==> config.mk <==
export PLATFORM = sky130hd
export DESIGN_NAME = traffic_intersection_ctrl
export DESIGN_NICKNAME = d
export VERILOG_FILES = /design/src/rtl/traffic_pkg.sv /design/src/rtl/traffic_intersection_ctrl_phase_timer.sv /design/src/rtl/traffic_intersection_ctrl.sv
export SDC_FILE = /design/constraint.sdc
export NUM_CORES = 1
export LEC_CHECK = 0
export ABC_AREA = 1
export CAP_MARGIN = 20
export CORE_MARGIN = 3
export CORE_UTILIZATION = 52
export DETAILED_ROUTE_END_ITERATION = 8
export PLACE_DENSITY = 0.75
export SLEW_MARGIN = 30
export SYNTH_ARGS = -nofsm -noshare
export SYNTH_HDL_FRONTEND = slang
export SYNTH_SLANG_ARGS = --single-unit
==> constraint.sdc <==
create_clock -name clk -period 2.2 [get_ports clk]
set_clock_uncertainty 0.05 [all_clocks]
set_input_delay 0.22 -clock clk [delete_from_list [all_inputs] [get_ports clk]]
set_output_delay 0.22 -clock clk [all_outputs]
set_load 0.05 [all_outputs]
==> src/rtl/traffic_pkg.sv <==
// traffic_pkg
// Shared types and constants for the traffic intersection controller:
//   - state_t      : the six-phase signal cycle
//   - light_t      : {red,yellow,green} one-hot lamp code and its three values
//   - DEF_T_*      : default phase durations in clock cycles
//   - main_lamp / side_lamp : Moore lamp decode from the phase state
package traffic_pkg;

  typedef enum logic [2:0] {
    MAIN_GREEN  = 3'd0,
    MAIN_YELLOW = 3'd1,
    ALL_RED_A   = 3'd2,
    SIDE_GREEN  = 3'd3,
    SIDE_YELLOW = 3'd4,
    ALL_RED_B   = 3'd5
  } state_t;

  typedef logic [2:0] light_t;

  localparam light_t LIGHT_RED    = 3'b100;
  localparam light_t LIGHT_YELLOW = 3'b010;
  localparam light_t LIGHT_GREEN  = 3'b001;

  localparam int unsigned DEF_T_MAIN_GREEN = 60;
  localparam int unsigned DEF_T_SIDE_GREEN = 30;
  localparam int unsigned DEF_T_YELLOW     = 5;
  localparam int unsigned DEF_T_ALL_RED    = 2;
  localparam int unsigned DEF_T_SHORT      = 10;

  function automatic light_t main_lamp(input state_t s);
    case (s)
      MAIN_GREEN:  return LIGHT_GREEN;
      MAIN_YELLOW: return LIGHT_YELLOW;
      default:     return LIGHT_RED;
    endcase
  endfunction

  function automatic light_t side_lamp(input state_t s);
    case (s)
      SIDE_GREEN:  return LIGHT_GREEN;
      SIDE_YELLOW: return LIGHT_YELLOW;
      default:     return LIGHT_RED;
    endcase
  endfunction

endpackage

==> src/rtl/traffic_intersection_ctrl_phase_timer.sv <==
// phase_timer
// 8-bit loadable down-counter holding the remaining cycles of the current
// phase. A load takes priority over counting; the count stops at 1 and never
// wraps below it.
// Ports:
//   clk        : clock
//   rst        : asynchronous active-high reset, loads RST_VAL
//   i_load     : load strobe
//   i_load_val : value loaded when i_load is high
//   o_count    : current counter value
//   o_is_one   : high when the counter equals 1 (last cycle of the phase)
module phase_timer #(
  parameter logic [7:0] RST_VAL = 8'd2
) (
  input  logic       clk,
  input  logic       rst,
  input  logic       i_load,
  input  logic [7:0] i_load_val,
  output logic [7:0] o_count,
  output logic       o_is_one
);

  logic [7:0] r_count;

  always_ff @(posedge clk or posedge rst) begin
    if (rst) begin
      r_count <= RST_VAL;
    end else if (i_load) begin
      r_count <= i_load_val;
    end else if (r_count > 8'd1) begin
      r_count <= r_count - 8'd1;
    end
  end

  assign o_count  = r_count;
  assign o_is_one = (r_count == 8'd1);

endmodule

==> src/rtl/traffic_intersection_ctrl.sv <==
// traffic_intersection_ctrl
// Two-road intersection controller. The main road rests in green; a side-road
// vehicle or a pedestrian request shortens the remaining main green to at most
// T_SHORT cycles and then runs one full side-road cycle.
// Ports:
//   clk        : clock, all state changes on its rising edge
//   rst        : asynchronous active-high reset (forces ALL_RED_B)
//   side_car   : side-road vehicle sensor (level or pulse)
//   ped_req    : pedestrian request to cross the main road (level or pulse)
//   main_light : main-road lamps {red,yellow,green}, one-hot
//   side_light : side-road lamps {red,yellow,green}, one-hot
//   clock      : remaining cycles in the current phase (N..1)
//   ped_walk   : walk indication, only during a granted SIDE_GREEN
module traffic_intersection_ctrl
  import traffic_pkg::*;
#(
  parameter int unsigned T_MAIN_GREEN = DEF_T_MAIN_GREEN,
  parameter int unsigned T_SIDE_GREEN = DEF_T_SIDE_GREEN,
  parameter int unsigned T_YELLOW     = DEF_T_YELLOW,
  parameter int unsigned T_ALL_RED    = DEF_T_ALL_RED,
  parameter int unsigned T_SHORT      = DEF_T_SHORT
) (
  input  logic       clk,
  input  logic       rst,
  input  logic       side_car,
  input  logic       ped_req,
  output logic [2:0] main_light,
  output logic [2:0] side_light,
  output logic [7:0] clock,
  output logic       ped_walk
);

  localparam logic [7:0] L_MAIN_GREEN = 8'(T_MAIN_GREEN);
  localparam logic [7:0] L_SIDE_GREEN = 8'(T_SIDE_GREEN);
  localparam logic [7:0] L_YELLOW     = 8'(T_YELLOW);
  localparam logic [7:0] L_ALL_RED    = 8'(T_ALL_RED);
  localparam logic [7:0] L_SHORT      = 8'(T_SHORT);

  state_t     r_state;
  logic       r_pending;
  logic       r_walk_granted;

  state_t     w_next_state;
  logic       w_load;
  logic [7:0] w_load_val;
  logic [7:0] w_timer;
  logic       w_is_one;
  logic       w_req;
  logic       w_enter_side_green;

  function automatic logic [7:0] phase_len(input state_t s);
    case (s)
      MAIN_GREEN:  return L_MAIN_GREEN;
      MAIN_YELLOW: return L_YELLOW;
      SIDE_GREEN:  return L_SIDE_GREEN;
      SIDE_YELLOW: return L_YELLOW;
      default:     return L_ALL_RED;
    endcase
  endfunction

  phase_timer #(
    .RST_VAL (L_ALL_RED)
  ) u_phase_timer (
    .clk        (clk),
    .rst        (rst),
    .i_load     (w_load),
    .i_load_val (w_load_val),
    .o_count    (w_timer),
    .o_is_one   (w_is_one)
  );

  // A request seen on this very cycle counts as well as a stored one, so a
  // sensor pulse on the last main-green cycle still ends the phase.
  assign w_req = r_pending | side_car | ped_req;

  always_comb begin
    w_next_state = r_state;
    w_load       = 1'b0;
    w_load_val   = 8'd0;
    case (r_state)
      MAIN_GREEN: begin
        if (w_is_one) begin
          w_load = 1'b1;
          if (w_req) begin
            w_next_state = MAIN_YELLOW;
            w_load_val   = L_YELLOW;
          end else begin
            // Nobody waiting: rest in main green for another full period.
            w_load_val   = L_MAIN_GREEN;
          end
        end else if (w_req && (w_timer > L_SHORT)) begin
          w_load     = 1'b1;
          w_load_val = L_SHORT;
        end
      end
      MAIN_YELLOW, ALL_RED_A, SIDE_GREEN, SIDE_YELLOW, ALL_RED_B: begin
        if (w_is_one) begin
          case (r_state)
            MAIN_YELLOW: w_next_state = ALL_RED_A;
            ALL_RED_A:   w_next_state = SIDE_GREEN;
            SIDE_GREEN:  w_next_state = SIDE_YELLOW;
            SIDE_YELLOW: w_next_state = ALL_RED_B;
            default:     w_next_state = MAIN_GREEN;
          endcase
          w_load     = 1'b1;
          w_load_val = phase_len(w_next_state);
        end
      end
      default: begin
        w_next_state = ALL_RED_B;
        w_load       = 1'b1;
        w_load_val   = L_ALL_RED;
      end
    endcase
  end

  assign w_enter_side_green = (w_next_state == SIDE_GREEN) && (r_state != SIDE_GREEN);

  always_ff @(posedge clk or posedge rst) begin
    if (rst) begin
      r_state        <= ALL_RED_B;
      r_pending      <= 1'b0;
      r_walk_granted <= 1'b0;
    end else begin
      r_state <= w_next_state;
      if (w_enter_side_green) begin
        // Requests are being served now; walk is granted only if one was stored.
        r_pending      <= 1'b0;
        r_walk_granted <= r_pending;
      end else begin
        if ((r_state != SIDE_GREEN) && (side_car || ped_req)) begin
          r_pending <= 1'b1;
        end
        if ((r_state == SIDE_GREEN) && (w_next_state != SIDE_GREEN)) begin
          r_walk_granted <= 1'b0;
        end
      end
    end
  end

  assign main_light = main_lamp(r_state);
  assign side_light = side_lamp(r_state);
  assign clock      = w_timer;
  assign ped_walk   = (r_state == SIDE_GREEN) && r_walk_granted;

endmodule

==> results.yml <==
clock_network:
  ctsHoldBuffers: 0
  clkLatencyLatePin_ns: 0.28
  tritoncts: "built"
  cts.clk_slew.worst_paths_ns: 0.09
  cts_max_level: 1
  num_cts_buffers: 3
  ctsRootBufferMaster: "sky130_fd_sc_hd__clkbuf_4"
  post_cts_resize_count: 0
  cts_setup_buffers: 0
  clk_path_buf_depth: 2
  clock_sinks: 13
grt:
  highest_utilization_routing_layer_at_the_global_route_stage: "met2"
  global_route.usage.met2_pct: 30.90
  grt_antenna_before_repair: 0
  grt_usage_pct: 20.48
  first_global_vias: 916
  grt.overflow.total: 0
  grt_first_pass_wirelength_mm: 4.050
  met1_grt_util_pct: 28.68
  grt_start_max_net_pins: 14
  globalRouteMet3Util_pct: 3.207
sta:
  report.final.setup_viol: 0
  period_needed_ns: 1.941
  finalSetupTns_ns: 0
  finalHoldViolCount: 0
  fin_crit_sh_pct: 88.24
  max_freq_mhz: 515.1
  maxSlewHeadroom_pct: 65.23
  slew_violations: 0
  grt_setup_unrepaired: "false"
  worst-slew-pin-transition_ns: 0.5210
place:
  dpl_cell_area_mm2: 0.001250
  detailedPlacementHpwl_mm: 1.837
  place_inst: 194
  gp_congestion: 0.8975
  placement.io_buffers: 18
floorplanning:
  std_cell_rows: 15
  width_of_the_die_um: 51.33
  initial_utilization_pct: 58.10
  chipHeight_um: 51.33
  boundaryPins: 19
  die-area_mm2: 0.002635
  core_mm2: 0.001839
critical_path:
  worst_path_largest_cell_delay_ns: 0.40
  worst-endpoint-required_ns: 2.32
  critPathLaunchType: "flip-flop"
  timing.critical_path.to_type: "flip-flop"
  path_cells: "inv_1 -> ha_1 -> nand2_2 -> nor2_4 -> nand3b_1 -> nand2_1 -> inv_1 -> a21oi_1 -> ha_1 -> nand2_1 -> o21ai_0"
  setup_crit_path_kind: "flip-flop to flip-flop"
  timing.critical_path.arrival_ns: 2.07
  critPathMaxFanout: 12
  critical_path.slowest_cell: "sky130_fd_sc_hd__dfstp_2"
min_path:
  hold_path.class: "input pin to async pin"
power_and_ir_drop:
  irDropWorstVdd_uv: 257.2
  static-leakage-power_nw: 0.7164
  p_per_area_mw_per_mm2: 321.9
  power.total_uw: 410.8
logic_synthesis:
  synth_flop_cell: "sky130_fd_sc_hd__dfrtp_1"
  syn-mean-instance-area_um2: 7.030
  asyncSetResetFlopFracSynth_pct: 100.0
  synth_nets: 160
  ys_types: 26
  synth-edff-count: 0
  synth.yosys.warnings: 0
  synth-seq-area-share_pct: 30.80
  synth.cell_area_mm2: 0.001069
  synthCells: 152
  ys_seq_elements: 13
job:
  max_cap_viol_count: 0
status:
  outcome: "finished, final reports clean"
route:
  first_iter_violations: 20
  drcViolationCount: 0
  viasPerCell: 5.268
  route.vias.total: 1043
  wl_mm: 2.368
  avgRoutedWirePerCell_um: 11.96
  detailedRoute.firstPassIterationCount: 4
  remaining_number_of_nets_flagged_by_the_antenna_check_after_routing: 0
cells_and_area:
  instances_no_fill: 198
  post_layout_utilization_of_the_core_pct: 69.39
  layout.nets: 182
  area_growth_syn_to_layout_pct: 19.44
  final_design_area_no_fill_mm2: 0.001276
  layout_cell_share_with_drive_strength_beyond_1_pct: 20.23
  insertedDiodeCount: 0
cell type report:
class | instances | area [um^2]
multi-input cells | 105 | 599.3
fillers | 183 | 563.0
flip-flops and latches | 13 | 329.1
repair buffers | 19 | 170.2
inverters | 32 | 120.1
well taps | 25 | 31.28
clock buffers | 4 | 26.28
critical path: cells and delay by family, from the launching register on:
| family | cells | cell delay (ns) |
|---|---|---|
| adder cells (fa/ha/maj) | 2 | 0.42 |
| AND/OR/NAND/NOR | 5 | 0.62 |
| flip-flops | 1 | 0.40 |
| buffers and inverters | 2 | 0.14 |
| AO/OA/AOI/OAI | 2 | 0.22 |
layout by cell type (no fill, tap or decap):
master	n
sky130_fd_sc_hd__clkbuf_1	1
sky130_fd_sc_hd__nand2_1	38
sky130_fd_sc_hd__o31ai_1	1
sky130_fd_sc_hd__nand3_1	11
sky130_fd_sc_hd__o21ai_0	4
sky130_fd_sc_hd__nor2_4	3
sky130_fd_sc_hd__nand2_2	3
sky130_fd_sc_hd__dfrtp_1	10
sky130_fd_sc_hd__nor2_2	5
sky130_fd_sc_hd__o211ai_1	2
sky130_fd_sc_hd__buf_4	8
sky130_fd_sc_hd__inv_2	5
sky130_fd_sc_hd__dfstp_2	3
sky130_fd_sc_hd__a21oi_2	1
sky130_fd_sc_hd__nor2_1	9
sky130_fd_sc_hd__nand3b_1	2
sky130_fd_sc_hd__nand4_1	8
sky130_fd_sc_hd__nand2_4	1
sky130_fd_sc_hd__o21ai_1	3
sky130_fd_sc_hd__nand3_4	1
sky130_fd_sc_hd__o211ai_4	1
sky130_fd_sc_hd__nor3_1	1
sky130_fd_sc_hd__clkdlybuf4s50_1	11
sky130_fd_sc_hd__clkbuf_4	3
sky130_fd_sc_hd__nand3_2	1
sky130_fd_sc_hd__a21oi_1	4
sky130_fd_sc_hd__xor2_1	2
sky130_fd_sc_hd__ha_1	4
sky130_fd_sc_hd__inv_1	27
sequential cells by signal (all words and copies together), names as in the netlist:
register / cells
r_walk_granted: 1
r_pending: 1
r_state: 3
u_phase_timer.o_count: 8
cells by family (layout without fill, tap and decap cells):
logic type / after synthesis / after routing / share of synthesized area (%)
and+or+nand+nor: 83 / 83 / 39.46
AOI/OAI and AO/OA: 16 / 16 / 10.07
xor gates and xnor gates: 2 / 2 / 1.640
buffers and inverters: 34 / 55 / 13.35
DFF: 13 / 13 / 30.80
adders and majority gates: 4 / 4 / 4.684
through the flow:
step	setup WS, ns	hold WS (ns)
global placement	0.3367	0.4115
global route	0.1077	0.2587
finish	0.2588	0.2122
floorplan	0.002468	0.04481
CTS	0.2501	0.2237
detailed placement	0.2693	0.4298
metal layers:
metal	vias up	share of wire (%)
met1	475	48
li1	530	-
met2	34	45
met3	4	5.8
met4	0	1.6
met5	-	0
cell usage after synthesis (3+ instances only):
master	number	area [um^2]
sky130_fd_sc_hd__nand2_1	38	142.6
sky130_fd_sc_hd__inv_1	27	101.4
sky130_fd_sc_hd__nand3_1	11	55.05
sky130_fd_sc_hd__dfrtp_1	10	250.2
sky130_fd_sc_hd__nor2_1	10	37.54
sky130_fd_sc_hd__nand4_1	8	50.05
sky130_fd_sc_hd__inv_2	5	18.77
sky130_fd_sc_hd__a21oi_1	4	20.02
sky130_fd_sc_hd__ha_1	4	50.05
sky130_fd_sc_hd__nor2_2	4	25.02
sky130_fd_sc_hd__o21ai_0	4	20.02
sky130_fd_sc_hd__dfstp_2	3	78.83
sky130_fd_sc_hd__nand2_2	3	18.77
sky130_fd_sc_hd__nor2_4	3	33.78
sky130_fd_sc_hd__o21ai_1	3	15.01
worst paths after layout:
| check | slack [ns] | end | startpoint | depth (start not counted) |
|---|---|---|---|---|
| setup / recovery | 0.26 | r_walk_granted$_DFFE_PP0P_ | u_phase_timer.o_count[1]$_DFFE_PP1P_ | 11 |
| hold / removal | 0.21 | r_walk_granted$_DFFE_PP0P_ | rst | 2 |
| setup reg to reg | 0.26 | r_walk_granted$_DFFE_PP0P_ | u_phase_timer.o_count[1]$_DFFE_PP1P_ | 11 |
| hold reg to reg | 0.45 | r_walk_granted$_DFFE_PP0P_ | r_walk_granted$_DFFE_PP0P_ | 2 |
| max in group asynchronous | 1.53 | u_phase_timer.o_count[1]$_DFFE_PP1P_ | rst | 2 |
| min in group clk | 0.45 | r_walk_granted$_DFFE_PP0P_ | r_walk_granted$_DFFE_PP0P_ | 2 |
power breakdown:
part / internal [mW] / switching [mW]
sequential: 0.239 / 0.0000000000000000262
clock: 0.0704 / 0.0865
combinational: 0.00677 / 0.00807
Power figures use the tool's default switching activity.
